**src/rtl/fpalu_arbiter.sv**
```systemverilog
// fpalu_arbiter: round-robin arbiter sharing one FPALU between two requesters.
// Optional build macro FPALU_ARB_TIMEOUT_EN adds a WAIT watchdog that completes
// a hung operation with a qNaN result and sets the sticky oerr flag.
module fpalu_arbiter #(
   parameter int unsigned TIMEOUT = 255
) (
   input  logic        iclock,
   input  logic        ireset_n,
   input  logic        ireq0,
   input  logic        ireq1,
   input  logic [31:0] idataa0,
   input  logic [31:0] idatab0,
   input  logic [31:0] idataa1,
   input  logic [31:0] idatab1,
   input  logic [4:0]  icontrol0,
   input  logic [4:0]  icontrol1,
   output logic        odone0,
   output logic        odone1,
   output logic [31:0] oresult,
   output logic        oowner,
   output logic        obusy,
   output logic [31:0] ofp_dataa,
   output logic [31:0] ofp_datab,
   output logic [4:0]  ofp_control,
   output logic        ofp_start,
   input  logic [31:0] ifp_result,
   input  logic        ifp_ready,
   output logic        oerr
);

   localparam int unsigned DATA_W = 32;
   localparam int unsigned CTRL_W = 5;
   localparam logic [DATA_W-1:0] QNAN = 32'h7FC0_0000;

   // Elaboration-time range check on the watchdog limit
   generate
      if (TIMEOUT < 1 || TIMEOUT > 65535) begin : g_bad_timeout
         $error("fpalu_arbiter: TIMEOUT must be within 1..65535");
      end
   endgenerate

   typedef enum logic [2:0] {
      IDLE    = 3'd0,
      ISSUE   = 3'd1,
      WAIT    = 3'd2,
      DONE    = 3'd3,
      RELEASE = 3'd4
   } state_t;

   state_t              state_q, state_d;
   logic                last_q, last_d;
   logic                served_q, served_d;
   logic                win;
   logic [DATA_W-1:0]   dataa_d, datab_d, result_d;
   logic [CTRL_W-1:0]   control_d;
   logic                owner_d, start_d, busy_d, done0_d, done1_d, err_d;

`ifdef FPALU_ARB_TIMEOUT_EN
   localparam int unsigned CNT_W = 16;
   localparam logic [CNT_W-1:0] CNT_LAST = CNT_W'(TIMEOUT - 1);
   logic [CNT_W-1:0]    cnt_q, cnt_d;
`endif

   // State, pointer and registered outputs
   always_ff @(posedge iclock or negedge ireset_n) begin
      if (!ireset_n) begin
         state_q     <= IDLE;
         last_q      <= 1'b0;
         served_q    <= 1'b0;
         ofp_dataa   <= '0;
         ofp_datab   <= '0;
         ofp_control <= '0;
         ofp_start   <= 1'b0;
         oresult     <= '0;
         oowner      <= 1'b0;
         obusy       <= 1'b0;
         odone0      <= 1'b0;
         odone1      <= 1'b0;
         oerr        <= 1'b0;
`ifdef FPALU_ARB_TIMEOUT_EN
         cnt_q       <= '0;
`endif
      end else begin
         state_q     <= state_d;
         last_q      <= last_d;
         served_q    <= served_d;
         ofp_dataa   <= dataa_d;
         ofp_datab   <= datab_d;
         ofp_control <= control_d;
         ofp_start   <= start_d;
         oresult     <= result_d;
         oowner      <= owner_d;
         obusy       <= busy_d;
         odone0      <= done0_d;
         odone1      <= done1_d;
         oerr        <= err_d;
`ifdef FPALU_ARB_TIMEOUT_EN
         cnt_q       <= cnt_d;
`endif
      end
   end

   // Next-state, arbitration and next output values
   always_comb begin
      state_d   = state_q;
      last_d    = last_q;
      served_d  = served_q;
      dataa_d   = ofp_dataa;
      datab_d   = ofp_datab;
      control_d = ofp_control;
      result_d  = oresult;
      owner_d   = oowner;
      err_d     = oerr;
`ifdef FPALU_ARB_TIMEOUT_EN
      cnt_d     = cnt_q;
`endif

      // Tie goes to the requester not served last; requester 0 until anyone is served
      win = 1'b0;
      if (ireq0 && ireq1) begin
         win = served_q ? ~last_q : 1'b0;
      end else if (ireq1) begin
         win = 1'b1;
      end

      case (state_q)
         IDLE: begin
            if (ireq0 || ireq1) begin
               state_d   = ISSUE;
               owner_d   = win;
               dataa_d   = win ? idataa1 : idataa0;
               datab_d   = win ? idatab1 : idatab0;
               control_d = win ? icontrol1 : icontrol0;
            end
         end
         ISSUE: begin
            state_d = WAIT;
`ifdef FPALU_ARB_TIMEOUT_EN
            cnt_d   = '0;
`endif
         end
         WAIT: begin
            if (ifp_ready) begin
               result_d = ifp_result;
               state_d  = DONE;
            end
`ifdef FPALU_ARB_TIMEOUT_EN
            else if (cnt_q == CNT_LAST) begin
               result_d = QNAN;
               err_d    = 1'b1;
               state_d  = DONE;
            end else begin
               cnt_d = cnt_q + CNT_W'(1);
            end
`endif
         end
         DONE: begin
            last_d   = oowner;
            served_d = 1'b1;
            state_d  = RELEASE;
         end
         RELEASE: begin
            // Hold until the FPALU drops ready so it cannot complete the next op
            if (!ifp_ready) begin
               state_d = IDLE;
            end
         end
         default: state_d = IDLE;
      endcase

`ifndef FPALU_ARB_TIMEOUT_EN
      err_d = 1'b0;
`endif

      start_d = (state_d == WAIT);
      busy_d  = (state_d != IDLE);
      done0_d = (state_q == DONE) && !oowner;
      done1_d = (state_q == DONE) && oowner;
   end

endmodule

```
**config.mk**
```make
export PLATFORM = sky130hd
export DESIGN_NAME = fpalu_arbiter
export DESIGN_NICKNAME = d
export VERILOG_FILES = /design/src/rtl/fpalu_arbiter.sv
export SDC_FILE = /design/constraint.sdc
export NUM_CORES = 1
export LEC_CHECK = 0
export ABC_AREA = 1
export BUFFER_PORTS_ARGS = -buffer_cell sky130_fd_sc_hd__buf_4
export CAP_MARGIN = 20
export CORE_UTILIZATION = 40
export CTS_CLUSTER_SIZE = 10
export DETAILED_ROUTE_END_ITERATION = 12
export MAX_ROUTING_LAYER = met4
export PLACE_DENSITY = 0.77
export SYNTH_ARGS = -nofsm -noshare
export SYNTH_HDL_FRONTEND = slang
export SYNTH_SLANG_ARGS = --single-unit
export TNS_END_PERCENT = 50
```
**constraint.sdc**
```tcl
create_clock -name iclock -period 1.6 [get_ports iclock]
set_input_delay 0.32 -clock iclock [delete_from_list [all_inputs] [get_ports iclock]]
set_output_delay 0.32 -clock iclock [all_outputs]
set_load 0.005 [all_outputs]
```
==> out/results.txt, run 1 <==
Max cap viols = 0
Slew headroom = 0.6659
CTS root buf = clkbuf_16
CP required = 1.88 ns
RSZ-0062 raised after global routing = no
Syn nets = 954
DR vias = 5,820
Status = complete, no violations
# DRC = 0
Reg-to-reg startpoint = state_q[0]
Global-route wire length before repair = 26,060 um
Worst-Margin Slew = 0.5011 ns
Area of the multi-input gates = 1976 um^2
Largest net degree at the start of global routing = 66
Levels on crit path = 6
Core Footprint = 13,830 um^2
Clk slew on worst S/H paths = 0.07 ns
Total wire length = 16,490 um
Clock buffer depth = 2
Worst Clk Skew = 0.009135 ns
Top cell type's share of synthesized area = 0.4914
CP delay by family, top = simple AND/OR/NAND/NOR gates
Fin worst setup slack = 0.2256 ns
Mean Syn Cell Area = 7.257 um^2
Tmin final = 1.374 ns
CP Capture Point = ofp_datab[11]
Vias in the first global route = 5,498
Synth warnings = 0
Setup TNS = 0 ns
Max FO, Critical Path = 50
H-tree depth = 3
CTS Hold Buffers Added = 1
DP Area = 7976 um^2
Crit path capture type = flop
I/O Buffers = 280
Setup slack, reg-to-reg = 0.23 ns
Slowest cell on crit path = dfrtp_1
Area of all placed cells without fillers = 8319 um^2
Fillers = 1,292
Clock Latency Late Sink = 0.35 ns
ANT cells = 0
# setup viols final = 0
Unique cell type count in the Yosys netlist = 17
Gpl congestion = 0.8089
WP buf/inv = 2
Largest cells by area after synthesis = dfrtp_1, nand3_1, nand2_1
Critical path startpoint = state_q[0]
Post-synthesis sequential area ratio = 0.4914
Clk sinks = 111
Mapped Area = 5653 um^2
Post-CTS setup repair buffer count = 0
CP peak stage delay = 0.41 ns
Ports = 282
Min-Delay Path Class = input port to flop
CTS Buf Count = 9
R2r endpoint = ofp_datab[11]
Die H = 120.9 um
Cell Pwr Density = 1629 nW/um^2
Static leakage = 5.024 nW
FF+latch area = 2778 um^2
Area leader, netlist = dfrtp_1
Drt wl/cell = 13.51 um
Antenna-violating nets left = 0
Register bit total from synthesis = 111
Hold Violations, Final = 0
Post-cts resize count = 0
Die X = 120.9 um
Slew Viols, Final = 0
CTS tree = built
Category of the critical setup timing path = flop to flop
Via/cell ratio = 4.767
Initial antenna violation count = 0
Area grow syn2layout = 47.17%
Syn Inst Count = 779
Maximum vdd drop = 0.8599 mV
Site Rows = 43
Die Area = 14,610 um^2
Iteration-0 DRC Markers = 356
Critical path cell sequence = nor2_2 -> nand3_4 -> inv_2 -> buf_12 -> nand3_1 -> nand2_1
Total GRT Usage = 0.2344
Tcrit/Tclk final = 0.8590
Fmax = 727.6 MHz
Setup WS pre-CTS = 0.2437 ns
Worst Setup Start Kind = flop
Share of layout cells above drive strength 1 = 0.3084
Initial core utilization = 0.4088
Gr ovfl total = 0
Worst EP arrival = 1.65 ns
FF-to-FF path depth = 6
Hpwl dp = 12,040 um
Initial DRT Pass Iterations = 5
Nets@finish = 1,211
==> tightest hold or removal path, cell delays in order <==
cell	delay, ns
buf_4	0.10
inv_1	0.03
o21ai_0	0.07
==> sequential cells by signal, indices dropped and copies added (netlist names) <==
register     count
ofp_start        1
odone0           1
ofp_datab       32
odone1           1
last_q           1
oresult         32
ofp_control      5
ofp_dataa       32
served_q         1
oowner           1
state_q          3
obusy            1
==> cells by family (layout without fill, tap and decap cells) <==
family | count (synthesis) | after routing | synth area share
AO/OA/AOI/OAI | 34 | 34 | 0.03010
AND/OR/NAND/NOR | 402 | 402 | 0.3170
other | 1 | 1 | 0.0006634
buffers and inverters | 231 | 493 | 0.1609
flip-flops | 111 | 111 | 0.4914
==> worst min path at each step <==
stage / from / to / slack (ns) / cells after the start
4_1_cts: ifp_result[12] / oresult[12] / 0.21 / 3
6_report: ifp_result[9] / oresult[9] / 0.23 / 3
3_5_place_dp: ireset_n / oresult[3] / 0.26 / 1
2_1_floorplan: ireset_n / last_q / 0.02 / 0
3_3_place_gp: ireset_n / oresult[3] / 0.25 / 1
5_1_grt: ifp_result[28] / oresult[28] / 0.22 / 3
==> synthesized netlist by cell type <==
cell      count
nand3_1     211
buf_4         4
nor2_2        1
a21oi_1       1
nand3_4       1
buf_2        10
buf_1         5
clkbuf_1     30
buf_6         2
o21ai_0      33
inv_1       177
nand2_2       1
conb_1        1
nor2_1        6
dfrtp_1     111
inv_2         3
nand2_1     182
==> power breakdown <==
part	leakage (nW)	switching [mW]	total (mW)	internal, mW
Sequential	1.37	0.778	4.95	4.18
Clock	0.158	0.980	2.43	1.45
Combinational	3.50	3.11	6.16	3.05
==> metal layers <==
layer,global-route usage,up-vias,routed length [um]
li1,-,2880,-
met1,0.2841,2637,6644
met2,0.3829,270,7988
met3,0.04934,33,1448
met4,0.09182,0,410
met5,-,-,0
==> layout make-up <==
type,instances,area share
repair buffers,297,0.2803
well taps,180,0.02707
clock buffers,11,0.03038
inverters,180,0.08122
flip-flops and latches,111,0.3339
clock inverters,5,0.009626
multi-input cells,437,0.2375
==> layout by cell type (no fill, tap or decap) <==
master,Yosys,routed
inv_1,177,177
clkinv_2,0,1
conb_1,1,1
nand3_4,1,1
nor2_1,6,6
nand2_2,1,3
clkbuf_8,0,2
bufinv_16,0,2
nand3_1,211,210
clkbuf_16,0,9
a21oi_1,1,1
inv_2,3,3
buf_4,4,288
buf_12,0,8
o21ai_0,33,33
nor2_2,1,1
clkinvlp_4,0,2
nand3_2,0,1
nand2_1,182,180
dlygate4sd3_1,0,1
dfrtp_1,111,111
==> per-stage QoR <==
step	std cells	hold slack [ns]	utilization	power, mW
6_report	1221	0.2285	0.6017	13.55
5_1_grt	1221	0.2187	0.6017	14.64
4_1_cts	1221	0.2136	0.6017	13.74
3_5_place_dp	1204	0.2574	0.5769	11.23
3_3_place_gp	1204	0.2539	0.5769	11.05
2_1_floorplan	779	0.02441	-	7.833
Note: power is estimated with default switching activity, not from simulation.
==> run 2: changes to the inputs <==
Clock period 1.6 ns to 1.3 ns, I/O delays scaled along.
==> run 2 against run 1 <==
Effect of this change:
- the flow now finishes with violations (setup timing)
- first-iteration DRC count decreased by 3.4%
- sequential share of layout area fell by 1.7 points
- sequential power rose by 25%
- clock power up 17%
- highest routed layer unchanged
- maximum frequency is 4.4% higher
- combinational power grew 43%
- setup slack got worse by 0.24 ns
==> out/results.txt, run 2 (synthesized netlist as in run 1, its figures left out) <==
# DRC = 0
Switch share = 0.3755
Worst EP arrival = 1.56 ns
Setup WS pre-CTS = -0.003153 ns
Gpl congestion = 0.8315
Share of layout cells above drive strength 1 = 0.3422
Worst Clk Skew = 0.006891 ns
Sequential power share = 0.347
FF-to-FF path depth = 6
Fmax = 759.3 MHz
Tmin final = 1.317 ns
Drt wl/cell = 15.27 um
Max cap viols = 0
Logic pwr share = 0.494
Clk slew on worst S/H paths = 0.07 ns
Setup TNS = -0.09794 ns
Iteration-0 DRC Markers = 344
H-tree depth = 3
Failing checks = setup timing
Clock Latency Late Sink = 0.35 ns
FF+latch area = 2778 um^2
Vias in the first global route = 5,550
ANT cells = 0
CP Capture Point = oresult[11]
Setup slack, reg-to-reg = -0.02 ns
Max FO, Critical Path = 8
Total GRT Usage = 0.2416
Clk sinks = 111
R2r endpoint = oresult[11]
Global-route wire length before repair = 26,830 um
Final core utilization = 0.6332
Area of the multi-input gates = 2102 um^2
Maximum vdd drop = 1.034 mV
Design Power = 17.84 mW
Die Area = 14,610 um^2
Reg-to-reg startpoint = state_q[0]
Slew Viols, Final = 0
Hold Violations, Final = 0
Worst Setup Start Kind = flop
Most frequent cells in the layout = buf_4, nand3_1, inv_1
Clock power share = 0.160
Hpwl dp = 12,090 um
Via/cell ratio = 4.929
Core Footprint = 13,830 um^2
Die H = 120.9 um
Category of the critical setup timing path = flop to flop
CTS Buf Count = 9
Nets@finish = 1,228
Top Registers = ofp_dataa (32), ofp_datab (32), oresult (32)
Antenna-violating nets left = 0
CTS tree = built
Site Rows = 43
Clock buffer depth = 2
DR vias = 6,102
Initial DRT Pass Iterations = 4
Crit path capture type = flop
Status = finished with violations
CP required = 1.54 ns
# setup viols final = 12
Min-Delay Path Class = input port to flop
Initial core utilization = 0.4088
Static leakage = 5.226 nW
Total wire length = 18,900 um
Largest net degree at the start of global routing = 65
RSZ-0062 raised after global routing = yes
Ports = 282
Area grow syn2layout = 54.87%
Commonest non-fill, non-tap cell in the layout = buf_4
Die X = 120.9 um
Cell Pwr Density = 2037 nW/um^2
Internal power = 11.14 mW
Initial antenna violation count = 0
I/O Buffers = 280
Placed Cells = 1,208
Layout Cells excl Fill = 1,238
CTS root buf = clkbuf_16
Critical path startpoint = state_q[0]
Tcrit/Tclk final = 1.013
Fillers = 1,206
Sw power = 6.697 mW
Gr ovfl total = 0
Fin worst setup slack = -0.01695 ns
## run 2: cell types whose count changed in the layout (fill, tap and decap cells not counted), sizes merged
cell      delta
clkbuf       +6
bufinv       -1
inv          +2
buf         +10
clkinv       +2
clkinvlp     -2
## run 2: power groups by stage
stage               clock network [mW]  logic (mW)  registers, mW
global route                      3.06        9.64           6.38
global placement                     0        7.62           6.10
floorplan                            0        3.49           6.15
CTS                               2.93        7.85           6.09
detailed placement                   0        7.85           6.11
finish                            2.85        8.80           6.18
## run 2: per-layer routing
| layer | GRT usage | up-vias | wire, um |
|---|---|---|---|
| met2 | 0.3925 | 301 | 9159 |
| met1 | 0.2993 | 2841 | 7803 |
| li1 | - | 2922 | - |
| met4 | 0.09799 | 0 | 505 |
| met5 | - | - | 0 |
| met3 | 0.04182 | 38 | 1431 |
## run 2: how the worst min path moves through the flow
stage	from	end	slack [ns]	cells past startpoint
6_report	ifp_result[6]	oresult[6]	0.15	3
3_5_place_dp	ireset_n	ofp_datab[13]	0.29	2
4_1_cts	ifp_result[17]	oresult[17]	0.15	3
2_1_floorplan	ireset_n	last_q	-0.04	0
5_1_grt	ifp_result[17]	oresult[17]	0.15	3
3_3_place_gp	ireset_n	ofp_datab[13]	0.28	2
## run 2: what timing repair did
item,CTS,global route
pin swaps,0,3
hold buffers,1,0
endpoints found under the setup margin,3,101
gates resized for setup,2,65
endpoints found under the hold margin,111,0
setup buffers,0,1
gates cloned,0,12
## run 2: through the flow
step           instance area, um^2  hold WS, ns
2_1_floorplan                 5653     -0.03559
3_3_place_gp                  8044       0.2807
3_5_place_dp                  8044       0.2866
4_1_cts                       8364       0.1493
5_1_grt                       8755       0.1471
6_report                      8755       0.1465
## run 2: worst max-delay path, cell delays in order, from the launching register on
cell and delay [ns]:
dfrtp_1 0.42, buf_6 0.14, nor2_4 0.09, nand3_4 0.19
clkbuf_16 0.24, nand2_1 0.07, o21ai_1 0.06
## run 2: cell type report
class | count | area share
repair buffers | 314 | 0.3046
clock inverters | 6 | 0.007575
well taps | 180 | 0.02573
multi-input cells | 437 | 0.2401
flip-flops and latches | 111 | 0.3173
inverters | 180 | 0.07746
clock buffers | 10 | 0.02730
